## src/rtl/spi_pkg.sv

```systemverilog
// Shared definitions for the SPI arbiter: FSM state encoding, frame width,
// requester count and the owner-to-one-hot helper.
package spi_pkg;

  localparam int FRAME_W = 8;
  localparam int NUM_REQ = 2;

  typedef enum logic [2:0] {
    ST_IDLE,
    ST_SETUP,
    ST_SHIFT,
    ST_DONE,
    ST_GAP
  } state_t;

  function automatic logic [NUM_REQ-1:0] ownerOneHot(input logic owner);
    return owner ? 2'b10 : 2'b01;
  endfunction

endpackage

```

## src/rtl/spi_clkgen.sv

```systemverilog
// SCLK generator: counts DIV_HALF clk cycles per half-period and emits
// rise/fall strobes one cycle ahead of the registered sclk edge.
module spi_clkgen #(
  parameter int DIV_HALF = 2
) (
  input  logic clk,
  input  logic b0,
  input  logic i_en,
  output logic o_sclk,
  output logic o_rise,
  output logic o_fall
);

  localparam logic [7:0] DIV_M1 = 8'(DIV_HALF - 1);

  logic [7:0] r_cnt;
  logic       r_sclk;
  logic       w_tick;

  assign w_tick = i_en && (r_cnt == DIV_M1);
  assign o_rise = w_tick && !r_sclk;
  assign o_fall = w_tick && r_sclk;
  assign o_sclk = r_sclk;

  // Disabling clears both the phase counter and sclk so every frame starts low.
  always_ff @(posedge clk or negedge b0) begin
    if (!b0) begin
      r_cnt  <= 8'd0;
      r_sclk <= 1'b0;
    end else if (!i_en) begin
      r_cnt  <= 8'd0;
      r_sclk <= 1'b0;
    end else if (w_tick) begin
      r_cnt  <= 8'd0;
      r_sclk <= ~r_sclk;
    end else begin
      r_cnt  <= r_cnt + 8'd1;
    end
  end

endmodule

```

## src/rtl/spi_arbiter.sv

```systemverilog
// Two-requester SPI mode-0 master with arbitration, LSB-first 8-bit frames.
// Define SPI_ARB_RR_EN for round-robin ties; default is fixed priority to req[0].
module spi_arbiter
  import spi_pkg::*;
#(
  parameter int DIV_HALF = 2,
  parameter int GAP      = 2
) (
  input  logic               clk,
  input  logic               b0,
  input  logic [NUM_REQ-1:0] req,
  input  logic [FRAME_W-1:0] tx_data0,
  input  logic [FRAME_W-1:0] tx_data1,
  output logic [NUM_REQ-1:0] gnt,
  output logic [NUM_REQ-1:0] done,
  output logic [FRAME_W-1:0] rx_data,
  output logic               busy,
  output logic               sclk,
  output logic               cs,
  output logic               mosi,
  input  logic               miso
);

  localparam logic [7:0] GAP_M1   = 8'(GAP - 1);
  localparam logic [2:0] LAST_BIT = 3'(FRAME_W - 1);

  state_t             r_state;
  state_t             w_nextState;
  logic               r_owner;
  logic               w_winner;
  logic [FRAME_W-1:0] r_tx;
  logic [FRAME_W-1:0] r_rx;
  logic [FRAME_W-1:0] r_rxData;
  logic [2:0]         r_bitCnt;
  logic [7:0]         r_gapCnt;
  logic               w_shiftEn;
  logic               w_start;
  logic               w_rise;
  logic               w_fall;
  logic               w_sclk;

  assign w_start   = (r_state == ST_IDLE) && (|req);
  assign w_shiftEn = (r_state == ST_SETUP) || (r_state == ST_SHIFT);

`ifdef SPI_ARB_RR_EN
  logic r_ptr;

  // Pointer names the preferred requester for the next tie.
  assign w_winner = (&req) ? r_ptr : req[1];

  always_ff @(posedge clk or negedge b0) begin
    if (!b0) begin
      r_ptr <= 1'b0;
    end else if (w_start) begin
      r_ptr <= ~w_winner;
    end
  end
`else
  assign w_winner = !req[0];
`endif

  spi_clkgen #(
    .DIV_HALF(DIV_HALF)
  ) u_clkgen (
    .clk   (clk),
    .b0    (b0),
    .i_en  (w_shiftEn),
    .o_sclk(w_sclk),
    .o_rise(w_rise),
    .o_fall(w_fall)
  );

  always_ff @(posedge clk or negedge b0) begin
    if (!b0) begin
      r_state <= ST_IDLE;
    end else begin
      r_state <= w_nextState;
    end
  end

  always_comb begin
    w_nextState = r_state;
    case (r_state)
      ST_IDLE:  if (|req) w_nextState = ST_SETUP;
      ST_SETUP: if (w_rise) w_nextState = ST_SHIFT;
      ST_SHIFT: if (w_fall && (r_bitCnt == LAST_BIT)) w_nextState = ST_DONE;
      ST_DONE:  w_nextState = ST_GAP;
      ST_GAP:   if (r_gapCnt == GAP_M1) w_nextState = ST_IDLE;
      default:  w_nextState = ST_IDLE;
    endcase
  end

  // The 8th falling edge ends the frame, so the bit counter wraps only there.
  always_ff @(posedge clk or negedge b0) begin
    if (!b0) begin
      r_owner  <= 1'b0;
      r_tx     <= '0;
      r_rx     <= '0;
      r_rxData <= '0;
      r_bitCnt <= 3'd0;
      r_gapCnt <= 8'd0;
    end else begin
      if (w_start) begin
        r_owner  <= w_winner;
        r_tx     <= w_winner ? tx_data1 : tx_data0;
        r_bitCnt <= 3'd0;
      end
      if (w_rise) begin
        r_rx[r_bitCnt] <= miso;
      end
      if (w_fall) begin
        if (r_bitCnt == LAST_BIT) begin
          r_bitCnt <= 3'd0;
          r_rxData <= r_rx;
        end else begin
          r_bitCnt <= r_bitCnt + 3'd1;
        end
      end
      if (r_state == ST_GAP) begin
        r_gapCnt <= r_gapCnt + 8'd1;
      end else begin
        r_gapCnt <= 8'd0;
      end
    end
  end

  assign busy    = (r_state != ST_IDLE);
  assign cs      = !w_shiftEn;
  assign gnt     = w_shiftEn ? ownerOneHot(r_owner) : '0;
  assign done    = (r_state == ST_DONE) ? ownerOneHot(r_owner) : '0;
  assign mosi    = w_shiftEn ? r_tx[r_bitCnt] : 1'b0;
  assign sclk    = w_sclk;
  assign rx_data = r_rxData;

endmodule

```

## config.mk

```make
export PLATFORM = sky130hd
export DESIGN_NAME = spi_arbiter
export DESIGN_NICKNAME = d
export VERILOG_FILES = /design/src/rtl/spi_pkg.sv /design/src/rtl/spi_clkgen.sv /design/src/rtl/spi_arbiter.sv
export SDC_FILE = /design/constraint.sdc
export NUM_CORES = 1
export LEC_CHECK = 0
export BUFFER_PORTS_ARGS = -buffer_cell sky130_fd_sc_hd__buf_2
export CORE_MARGIN = 2
export CORE_UTILIZATION = 40
export DETAILED_ROUTE_END_ITERATION = 10
export SLEW_MARGIN = 10
export SYNTH_ARGS = -nofsm -noshare
export SYNTH_HDL_FRONTEND = slang
export SYNTH_HIERARCHICAL = 1
export SYNTH_SLANG_ARGS = --single-unit
```

## constraint.sdc

```tcl
create_clock -name clk -period 8.12 [get_ports clk]
set_clock_uncertainty 0.1 [all_clocks]
set_input_delay 0.812 -clock clk [delete_from_list [all_inputs] [get_ports clk]]
set_output_delay 0.812 -clock clk [all_outputs]
set_load 0.02 [all_outputs]
```

---- Word level (Yosys, flattened, before mapping) ----
Index checks and enable logic that the tools add are counted.
cells by class
  reductions and logical operators ........ 16
  bitwise operators ....................... 1
  add/sub/neg operators ................... 3
  eq/ne operators ......................... 12
  multiplexer cells ....................... 23
  $lt $le $gt $ge ......................... 2
operator list
  cell                                                                                  count
  8-bit two-way mux                                                                     4
  3-bit two-way mux                                                                     7
  8-bit by 1-bit adder with 8-bit output (second input constant)                        2
  8-bit by 1-bit == test with 1-bit output (second input constant)                      2
  3-bit case mux with 5 select lines                                                    1
  8-bit bitwise mux                                                                     1
  3-bit by 2-bit == test with 1-bit output (second input constant)                      2
  3-bit == test (second input constant)                                                 2
  1-bit logical AND                                                                     6
  2-bit two-way mux                                                                     3
  2-bit by 1-bit != test with 1-bit output (second input constant)                      3
  1-bit two-way mux                                                                     5
  3-bit by 4-bit less-than comparator with 1-bit output (second input constant)         1
  2-bit != test (second input constant)                                                 2
  4-bit AND reduction                                                                   1
  3-bit by 1-bit adder with 3-bit output (second input constant)                        1
  1-bit binary-select mux with 3-bit select                                             1
  1-bit demux with 3-bit select                                                         1
  3-bit by 1-bit == test with 1-bit output (second input constant)                      1
  3-bit by 1-bit greater-or-equal comparator with 1-bit output (second input constant)  1
  1-bit zero test                                                                       3
  3-bit zero test                                                                       1
  3-bit nonzero test                                                                    1
  2-bit AND reduction                                                                   1
  4 further kinds                                                                       4
storage, ports and cells
  flip-flop bits (word level) ............. 48
  word-level logic and storage cells ...... 66
  output and inout port bits .............. 16

---- Longest topological paths before layout ----
Gate-level depths: netlist of the first run.
  depth in word-level cells ............... 7
  gate-level depth with buffers ........... 8
  mapped depth without buffers ............ 7

---- Cells and area by module ----
Netlist of the first run, hierarchy kept.
by module, submodules not included
  module       cells each  area an instance (um^2)  times used
  spi_arbiter  161         1,896.8                  1
  spi_clkgen   46          442.9                    1

---- Least setup slack after synthesis of the first run ----
Ideal clock, no wire load.
  path type ............................... register to register
  start ................................... register u_clkgen.r_cnt[1]
  end ..................................... register r_rx[1]
  cell stages (with the launch flop) ...... 8
  data required time ...................... 7.895 ns
  path buffers ............................ 0
  library setup time ...................... 0.125 ns
  arrival time ............................ 2.407 ns
  period minus slack after synthesis ...... 2.632 ns
  path slack .............................. 5.488 ns
  cells stage by stage .................... dfrtp_1 -> inv_1 -> ha_1 -> or4b_4 -> nor4_1 -> nand2b_1 -> nor3b_1 -> mux2_2
between the ends
  cells in the longest elaborated chain, start to end .. 3
RTL lines
  element                                   line                text
  from (decl)                               spi_clkgen.sv:16    logic [7:0] r_cnt;
  from (signal assigned)                    spi_clkgen.sv:37    r_cnt <= r_cnt + 8'd1;
  8-bit by 1-bit == test with 1-bit output  spi_clkgen.sv:20    assign w_tick = i_en && (r_cnt == DIV_M1);
  1-bit logical AND                         spi_clkgen.sv:20
  1-bit logical AND                         spi_clkgen.sv:21    assign o_rise = w_tick && !r_sclk;
  net w_rise                                spi_arbiter.sv:38   logic w_rise;
  to (signal, indexed assignment)           spi_arbiter.sv:109  r_rx[r_bitCnt] <= miso;
  to (decl)                                 spi_arbiter.sv:32   logic [FRAME_W-1:0] r_rx;
The timed path passes the listed nets, and every way through them passes these cells.
A chain may end at the register's enable or synchronous reset.

---- Worst setup path in the final report of the first run ----
  start ................................... register u_clkgen.r_cnt[1]
  end ..................................... register r_state[0]
between the ends
  cells in the longest elaborated chain, start to end .. 6
RTL lines
  element                                                    line               text
  8-bit by 1-bit == test with 1-bit output                   spi_clkgen.sv:20
  1-bit logical AND                                          spi_clkgen.sv:20
  1-bit logical AND                                          spi_clkgen.sv:22   assign o_fall = w_tick && r_sclk;
  net w_fall                                                 spi_arbiter.sv:39  logic w_fall;
  1-bit logical AND                                          spi_arbiter.sv:86  ST_SHIFT: if (w_fall && (r_bitCnt == LAST_BIT)) w_nextState = ST_DONE;
  2-bit by 1-bit != test with 1-bit output (no source line)  --
  4-bit AND reduction (no source line)                       --
  to (signal assigned)                                       spi_arbiter.sv:77  r_state <= w_nextState;
  to (decl)                                                  spi_arbiter.sv:27  state_t r_state;
The timed path passes the listed nets, and every way through them passes these cells.

==> results of run 1 <==
==> layout by cell type (no fill, tap or decap), drive strengths merged, types with 2 or more instances in the layout <==
cell type	netlist	final
nand2b	3	3
nand3	8	8
inv	9	9
nor4	3	3
ha	6	6
mux2i	4	4
nand3b	2	2
xnor2	2	2
mux2	32	32
nand2	11	11
nor3	4	4
o31ai	2	2
clkbuf	0	5
dfrtp	48	48
a21oi	11	11
or3	7	7
nor2	20	20
nand4	2	2
clkinvlp	0	2
or4b	2	2
buf	4	37
o21ai	11	11
xor2	5	5
==> sequential cells by signal (all words and copies together) (netlist names) <==
signal	cells
r_gapCnt	8
r_rx	8
r_tx	8
rx_data	8
u_clkgen/r_cnt	8
r_bitCnt	3
r_state	3
r_owner	1
u_clkgen/o_sclk	1
==> critical path, delay by kind of cell, from the launching register on <==
kind	cells	cell delay (ns)
AOI/OAI and AO/OA	1	0.13
adders and majority gates	1	0.12
buffers and inverters	1	0.07
DFF	1	0.43
and+or+nand+nor	4	2.07
==> metrics by stage <==
step                util [%]  worst slack, ns  power, mW  cells  instance area [um^2]
floorplan                  -             5.49      0.531    207                  2340
global route            48.3             4.80      0.796    320                  2690
detailed placement      46.6             5.08      0.608    312                  2600
global placement        46.6             5.25      0.605    312                  2600
CTS                     48.3             5.10      0.754    320                  2690
finish                  48.3             5.13      0.738    320                  2690
==> synth_stat cells <==
library cell,n
o21ai_1,1
nand3_2,1
inv_2,1
or4b_4,1
or3_1,6
xor2_1,5
nand2_1,11
nor3_4,1
a22oi_1,1
nor4_1,3
or2_2,1
or4_1,1
mux2i_1,4
nor2_1,19
nand2b_1,3
and3_1,1
o211ai_1,1
and4_1,1
or3_2,1
dfrtp_1,48
inv_1,8
nand3_1,7
mux2_2,32
o21ai_0,10
nor2b_1,1
nand3b_1,2
o31ai_1,2
nor3_1,3
and2b_1,1
and2_1,1
nor2_8,1
ha_1,6
or4b_1,1
buf_2,4
a211o_1,1
xnor2_1,2
nand4_1,2
nor3b_1,1
a21oi_1,11
==> area by class of cell <==
class | count | area (um^2) | share of cell area [%]
Tap cell | 72 | 90.1 | 3.35
Timing Repair Buffer | 37 | 188 | 6.98
Clock inverter | 3 | 23.8 | 0.884
Sequential cell | 48 | 1200 | 44.7
Clock buffer | 5 | 68.8 | 2.56
Multi-Input combinational cell | 146 | 1080 | 40.3
Inverter | 9 | 33.8 | 1.26
==> power by group through the flow <==
stage               clock network, mW  registers (mW)  logic (mW)
floorplan                           0           0.324       0.207
finish                          0.142           0.335       0.261
global placement                    0           0.338       0.267
detailed placement                  0           0.341       0.267
global route                    0.161           0.344       0.291
CTS                             0.149           0.336       0.268
==> routing by layer <==
metal	vias up	GRT usage (%)	share of wire, %
met2	21	24.2	49
met5	-	0	0
li1	810	-	-
met1	765	17.1	47
met4	0	4.07	1.1
met3	7	3.37	3.3
==> final timing paths <==
path	start	endpoint	cells after the start
max	u_clkgen/r_cnt[1]$_DFF_PN0_	r_state[0]$_DFFE_PN0P_	7
min	r_rx[6]$_DFFE_PN0P_	r_rx[6]$_DFFE_PN0P_	1
max reg2reg	u_clkgen/r_cnt[1]$_DFF_PN0_	r_state[0]$_DFFE_PN0P_	7
min reg2reg	r_rx[6]$_DFFE_PN0P_	r_rx[6]$_DFFE_PN0P_	1
max in group asynchronous	b0	u_clkgen/r_cnt[2]$_DFF_PN0_	1
min in group asynchronous	b0	r_bitCnt[2]$_DFFE_PN0P_	1
==> cells by family (layout without fill, tap and decap cells) <==
family,Yosys count,count (layout),share of synthesized area (%)
and+or+nand+nor,70,70,17.1
DFF,48,48,51.3
muxes,36,36,17.1
AOI/OAI and AO/OA,27,27,6.36
buffers and inverters,13,54,2.30
xor gates and xnor gates,7,7,2.62
adders and majority gates,6,6,3.21
==> results.py, run 1 <==
metrics = {
    "timing": {
        "final.period_utilization_pct": 36.8,
        "final.hold.worst_slack_ns": 0.409,
        "post-route-min-period_ns": 2.99,
        "max_slew.worst_pin.slew_ns": 1.05,
        "finalHoldViolCount": 0,
        "grt_setup_unrepaired": "false",
        "finalMaxSlewViolations": 0,
        "setup_violations": 0,
        "timing.fmax_ghz": 0.335,
        "totalNegativeSetupSlack_ns": 0,
        "worst_slew_margin_rel_pct": 29.8,
    },
    "setup_path": {
        "cp-end-kind": "flip-flop",
        "critical-path-max-stage-delay_ns": 0.73,
        "criticalPathCategory": "flip-flop to flip-flop",
        "setup_slack_of_the_worst_register_to_register_path_ns": 5.13,
        "critical_path_required_ns": 8.25,
        "critPathLaunchType": "flip-flop",
        "critPathMaxFanout": 9,
        "arrival_ns": 3.11,
        "crit_path_top_delay_cell": "nor4_1",
        "critical_path.cell_chain": "inv_1, ha_1, or4b_4, nor4_1, nand2_1, or2_2, a21oi_1",
    },
    "placement": {
        "buffer_ports.inserted": 36,
        "gp_congestion": 0.747,
        "dpl.hpwl_um": 2860,
    },
    "logic_synthesis": {
        "synth_warnings": 6,
        "syn-mean-instance-area_um2": 11.3,
        "synth.distinct_cells": 39,
        "ff_latch_count_synth": 48,
        "syn-num-nets": 234,
        "synthesis.area_um2": 2340,
        "synthCells": 207,
        "register_area_share_after_synthesis_pct": 51.3,
        "post-synth-top-area-fraction_pct": 51.3,
        "synthTopCellsByArea": "dfrtp_1 51%, mux2_2 15%, ha_1 3.2%, nor2_1 3.0%, a21oi_1 2.4%",
        "synthDominantAreaCellType": "dfrtp_1",
    },
    "power": {
        "seq_power_share_pct": 45.4,
        "static-leakage-power_nw": 1.21,
        "share_of_total_power_consumed_by_net_switching_pct": 37.0,
        "vdd_ir_drop_max_v": 0.000151,
        "power_density_relative_to_cell_area_nw_per_um2": 274,
        "power.combinational.fraction_pct": 35.4,
        "sw_pwr_mw": 0.273,
        "internal-power_mw": 0.465,
        "power_frac_clock_pct": 19.2,
    },
    "grt": {
        "grt_util_all_layers_pct": 13.9,
        "grt_pass1_wl_um": 7170,
        "maximum_number_of_pins_on_one_net_before_global_route_repair": 49,
        "first_global_vias": 1642,
        "grt-ovfl-total": 0,
        "initial_antenna_violation_count": 0,
    },
    "detailed_routing": {
        "vias": 1603,
        "drt.antenna.violating_nets": 0,
        "drt-pass1-iter-count": 4,
        "via_per_inst": 5.01,
        "drcViolationCount": 0,
        "routed_wirelength_um": 3940,
        "first_iter_violations": 71,
        "wl_cell_um": 12.3,
    },
    "cts": {
        "numClockSinks": 48,
        "number_of_cts_inserted_buffers": 5,
        "cts_setup_buffers": 0,
        "cts-hold-fix-buffers": 0,
        "cts.clk_slew.worst_paths_ns": 0.09,
        "tritoncts": "done",
        "htree_levels": 2,
        "clk-insertion-delay-late_ns": 0.30,
        "max-clock-path-buffers": 2,
        "post_cts.resized_instances": 0,
        "clk_root_buffer_cell": "clkbuf_8",
    },
    "floorplanning": {
        "rows": 27,
        "die_y_extent_um": 80.5,
        "effective_utilization_at_floorplan_pct": 42.0,
        "die_area_um2": 6480,
        "ios": 37,
        "fp.dieW_um": 80.5,
        "core_box_area_um2": 5570,
    },
    "final_layout": {
        "layout-drive-gt1-share_pct": 33.9,
        "n_antenna_cell": 0,
        "flow.area_growth_from_synthesis_pct": 15.0,
        "final_net_count": 274,
        "fillers": 526,
    },
    "run": {
        "cap_viol_max_count": 0,
    },
    "hold_path": {
        "worstHoldPathType": "flip-flop to flip-flop",
    },
    "run_status": {
        "outcome": "finished, final reports clean",
    },
}
Note: power is estimated with default switching activity, not from simulation.
==> run 2, diff against run 1 <==
==> constraint.sdc (replaced) <==
create_clock -name clk -period 2.5 [get_ports clk]
set_clock_uncertainty 0.1 [all_clocks]
set_input_delay 0.25 -clock clk [delete_from_list [all_inputs] [get_ports clk]]
set_output_delay 0.25 -clock clk [all_outputs]
set_load 0.02 [all_outputs]
==> run 2 against run 1 <==
  * Combinational power grew to 3.6 times the previous value
  * Cell count grew 1.9%
  * Register-to-register slack lost 5.0 ns
  * Global-route usage up 0.72 points
  * Power rose to 3.5 times the previous value
  * Die area unchanged
  * Fmax rose by 28%
  * Largest power group unchanged
  * Via count increased by 1.6%
  * Setup slack worse by 5.0 ns
  * Highest routed layer unchanged
  * Non-clock buffer count grew 6
==> results.py, run 2 (synthesis results as in run 1) <==
metrics = {
    "detailed_routing": {
        "routed_wirelength_um": 4060,
        "vias": 1629,
        "via_per_inst": 5.00,
        "drcViolationCount": 0,
        "first_iter_violations": 75,
        "drt-pass1-iter-count": 3,
        "drt.antenna.violating_nets": 0,
        "wl_cell_um": 12.5,
    },
    "placement": {
        "dpl.hpwl_um": 3040,
        "gp_congestion": 0.713,
        "placement.cell_area_um2": 2660,
        "dp.cells": 317,
        "buffer_ports.inserted": 36,
        "detailedPlace.worstSlack_ns": 0.184,
    },
    "setup_path": {
        "critPathMaxFanout": 5,
        "worst_flop_to_flop_path_endpoint": "r_rx[4]$_DFFE_PN0P_",
        "crit_path_top_delay_cell": "or4b_4",
        "arrival_ns": 2.42,
        "critical_path_required_ns": 2.59,
        "critPathLaunchType": "flip-flop",
        "setup_slack_of_the_worst_register_to_register_path_ns": 0.18,
        "r2r-start": "u_clkgen/r_cnt[1]$_DFF_PN0_",
        "rr_worst_depth": 7,
        "cp-end-kind": "flip-flop",
        "critical_path.cell_chain": "inv_1, ha_1, or4b_4, nor4_2, nand2b_1, nor3_1, mux2_2",
        "critical-path-max-stage-delay_ns": 0.49,
        "criticalPathCategory": "flip-flop to flip-flop",
    },
    "timing": {
        "finalMaxSlewViolations": 0,
        "finalHoldViolCount": 0,
        "post-route-min-period_ns": 2.32,
        "setup_violations": 0,
        "least_setup_slack_across_all_paths_after_layout_ns": 0.176,
        "grt_setup_unrepaired": "true",
        "final.period_utilization_pct": 93.0,
        "totalNegativeSetupSlack_ns": 0,
        "max_slew.worst_pin.slew_ns": 0.577,
        "worst_slew_margin_rel_pct": 61.5,
        "timing.fmax_ghz": 0.430,
    },
    "cts": {
        "clk_root_buffer_cell": "clkbuf_8",
        "clk-insertion-delay-late_ns": 0.30,
        "tritoncts": "done",
        "number_of_cts_inserted_buffers": 5,
        "numClockSinks": 48,
        "max-clock-path-buffers": 2,
        "cts.clk_slew.worst_paths_ns": 0.09,
        "htree_levels": 2,
        "cts_setup_buffers": 0,
    },
    "hold_path": {
        "min_delay_path_depth": 3,
        "holdPathEnd": "r_owner$_DFFE_PN0P_",
        "worstHoldPathType": "primary input to flip-flop",
        "min_delay_startpoint": "req[1]",
    },
    "power": {
        "power_density_relative_to_cell_area_nw_per_um2": 921,
        "vdd_ir_drop_max_v": 0.000320,
        "share_of_total_power_consumed_by_net_switching_pct": 35.9,
        "sw_pwr_mw": 0.923,
        "power.combinational.fraction_pct": 36.4,
        "static-leakage-power_nw": 1.26,
        "seq_power_share_pct": 41.5,
        "internal-power_mw": 1.65,
        "power_frac_clock_pct": 22.1,
    },
    "floorplanning": {
        "rows": 27,
        "effective_utilization_at_floorplan_pct": 42.0,
        "core_box_area_um2": 5570,
        "ios": 37,
        "die_area_um2": 6480,
        "die_y_extent_um": 80.5,
        "fp.dieW_um": 80.5,
    },
    "final_layout": {
        "n_antenna_cell": 0,
        "fillers": 529,
        "instances_no_fill": 326,
        "flow.area_growth_from_synthesis_pct": 19.3,
        "finalInstanceArea_um2": 2790,
        "final_net_count": 280,
        "layout-drive-gt1-share_pct": 36.2,
        "most_frequent_cells_in_the_layout": "48 x dfrtp_1, 36 x buf_2, 32 x mux2_2",
        "mostFrequentLayoutCell": "dfrtp_1",
    },
    "run": {
        "cap_viol_max_count": 0,
    },
    "grt": {
        "grt_util_all_layers_pct": 14.7,
        "grt_pass1_wl_um": 7440,
        "maximum_number_of_pins_on_one_net_before_global_route_repair": 26,
        "first_global_vias": 1672,
        "grt-ovfl-total": 0,
        "initial_antenna_violation_count": 0,
    },
    "run_status": {
        "outcome": "finished, final reports clean",
    },
}
-- run 2: timing repair --
item	in CTS	in global routing
endpoints found under the hold margin	24	0
hold buffers	1	0
setup endpoints to repair	0	1
gates resized for setup	0	1
-- run 2: power by group through the flow --
stage	registers (mW)	clock network [mW]	logic, mW
floorplan	1.05	0	0.686
global placement	1.08	0	0.932
detailed placement	1.08	0	0.947
CTS	1.07	0.597	0.950
global route	1.09	0.636	1.04
finish	1.07	0.569	0.934
-- run 2: per-layer routing --
layer / track usage (%) / up-vias / share of wire (%)
li1: - / 822 / -
met1: 17.6 / 781 / 46
met2: 25.8 / 21 / 49
met3: 3.37 / 5 / 3.6
met4: 4.58 / 0 / 0.89
met5: 0 / - / 0
-- run 2: how the worst max path moves through the flow --
stage	from	end	slack, ns	cells past startpoint
after floorplan	u_clkgen/r_cnt[1]$_DFF_PN0_	r_rx[1]$_DFFE_PN0P_	0.08	7
after global placement	u_clkgen/r_cnt[1]$_DFF_PN0_	r_rx[1]$_DFFE_PN0P_	0.24	7
after detailed placement	u_clkgen/r_cnt[1]$_DFF_PN0_	r_rx[1]$_DFFE_PN0P_	0.18	7
after CTS	u_clkgen/r_cnt[1]$_DFF_PN0_	r_rx[1]$_DFFE_PN0P_	0.18	7
after global routing	u_clkgen/r_cnt[1]$_DFF_PN0_	r_rx[0]$_DFFE_PN0P_	-0.001	7
final	u_clkgen/r_cnt[1]$_DFF_PN0_	r_rx[4]$_DFFE_PN0P_	0.18	7
-- run 2: layout make-up --
class                           instances  area (um^2)  area share [%]
Clock buffer                            5         68.8            2.47
Sequential cell                        48         1200            43.0
Inverter                                9         33.8            1.21
Timing Repair Buffer                   43          248            8.88
Multi-Input combinational cell        146         1100            39.5
Clock inverter                          3         46.3            1.66
Tap cell                               72         90.1            3.23
-- run 2: through the flow --
| step | power, mW | utilization [%] | hold slack, ns |
|---|---|---|---|
| 2_1_floorplan | 1.74 | - | -0.146 |
| 3_3_place_gp | 2.01 | 47.7 | 0.185 |
| 3_5_place_dp | 2.03 | 47.7 | 0.189 |
| 4_1_cts | 2.61 | 50.0 | 0.164 |
| 5_1_grt | 2.77 | 50.1 | 0.167 |
| 6_report | 2.57 | 50.1 | 0.175 |
-- run 2: critical path, delay by kind of cell, from the launching register on --
| family | cells | cell delay, ns |
|---|---|---|
| AND/OR/NAND/NOR | 4 | 1.13 |
| multiplexers | 1 | 0.36 |
| flip-flops | 1 | 0.43 |
| buffers and inverters | 1 | 0.07 |
| adder cells (fa/ha/maj) | 1 | 0.12 |
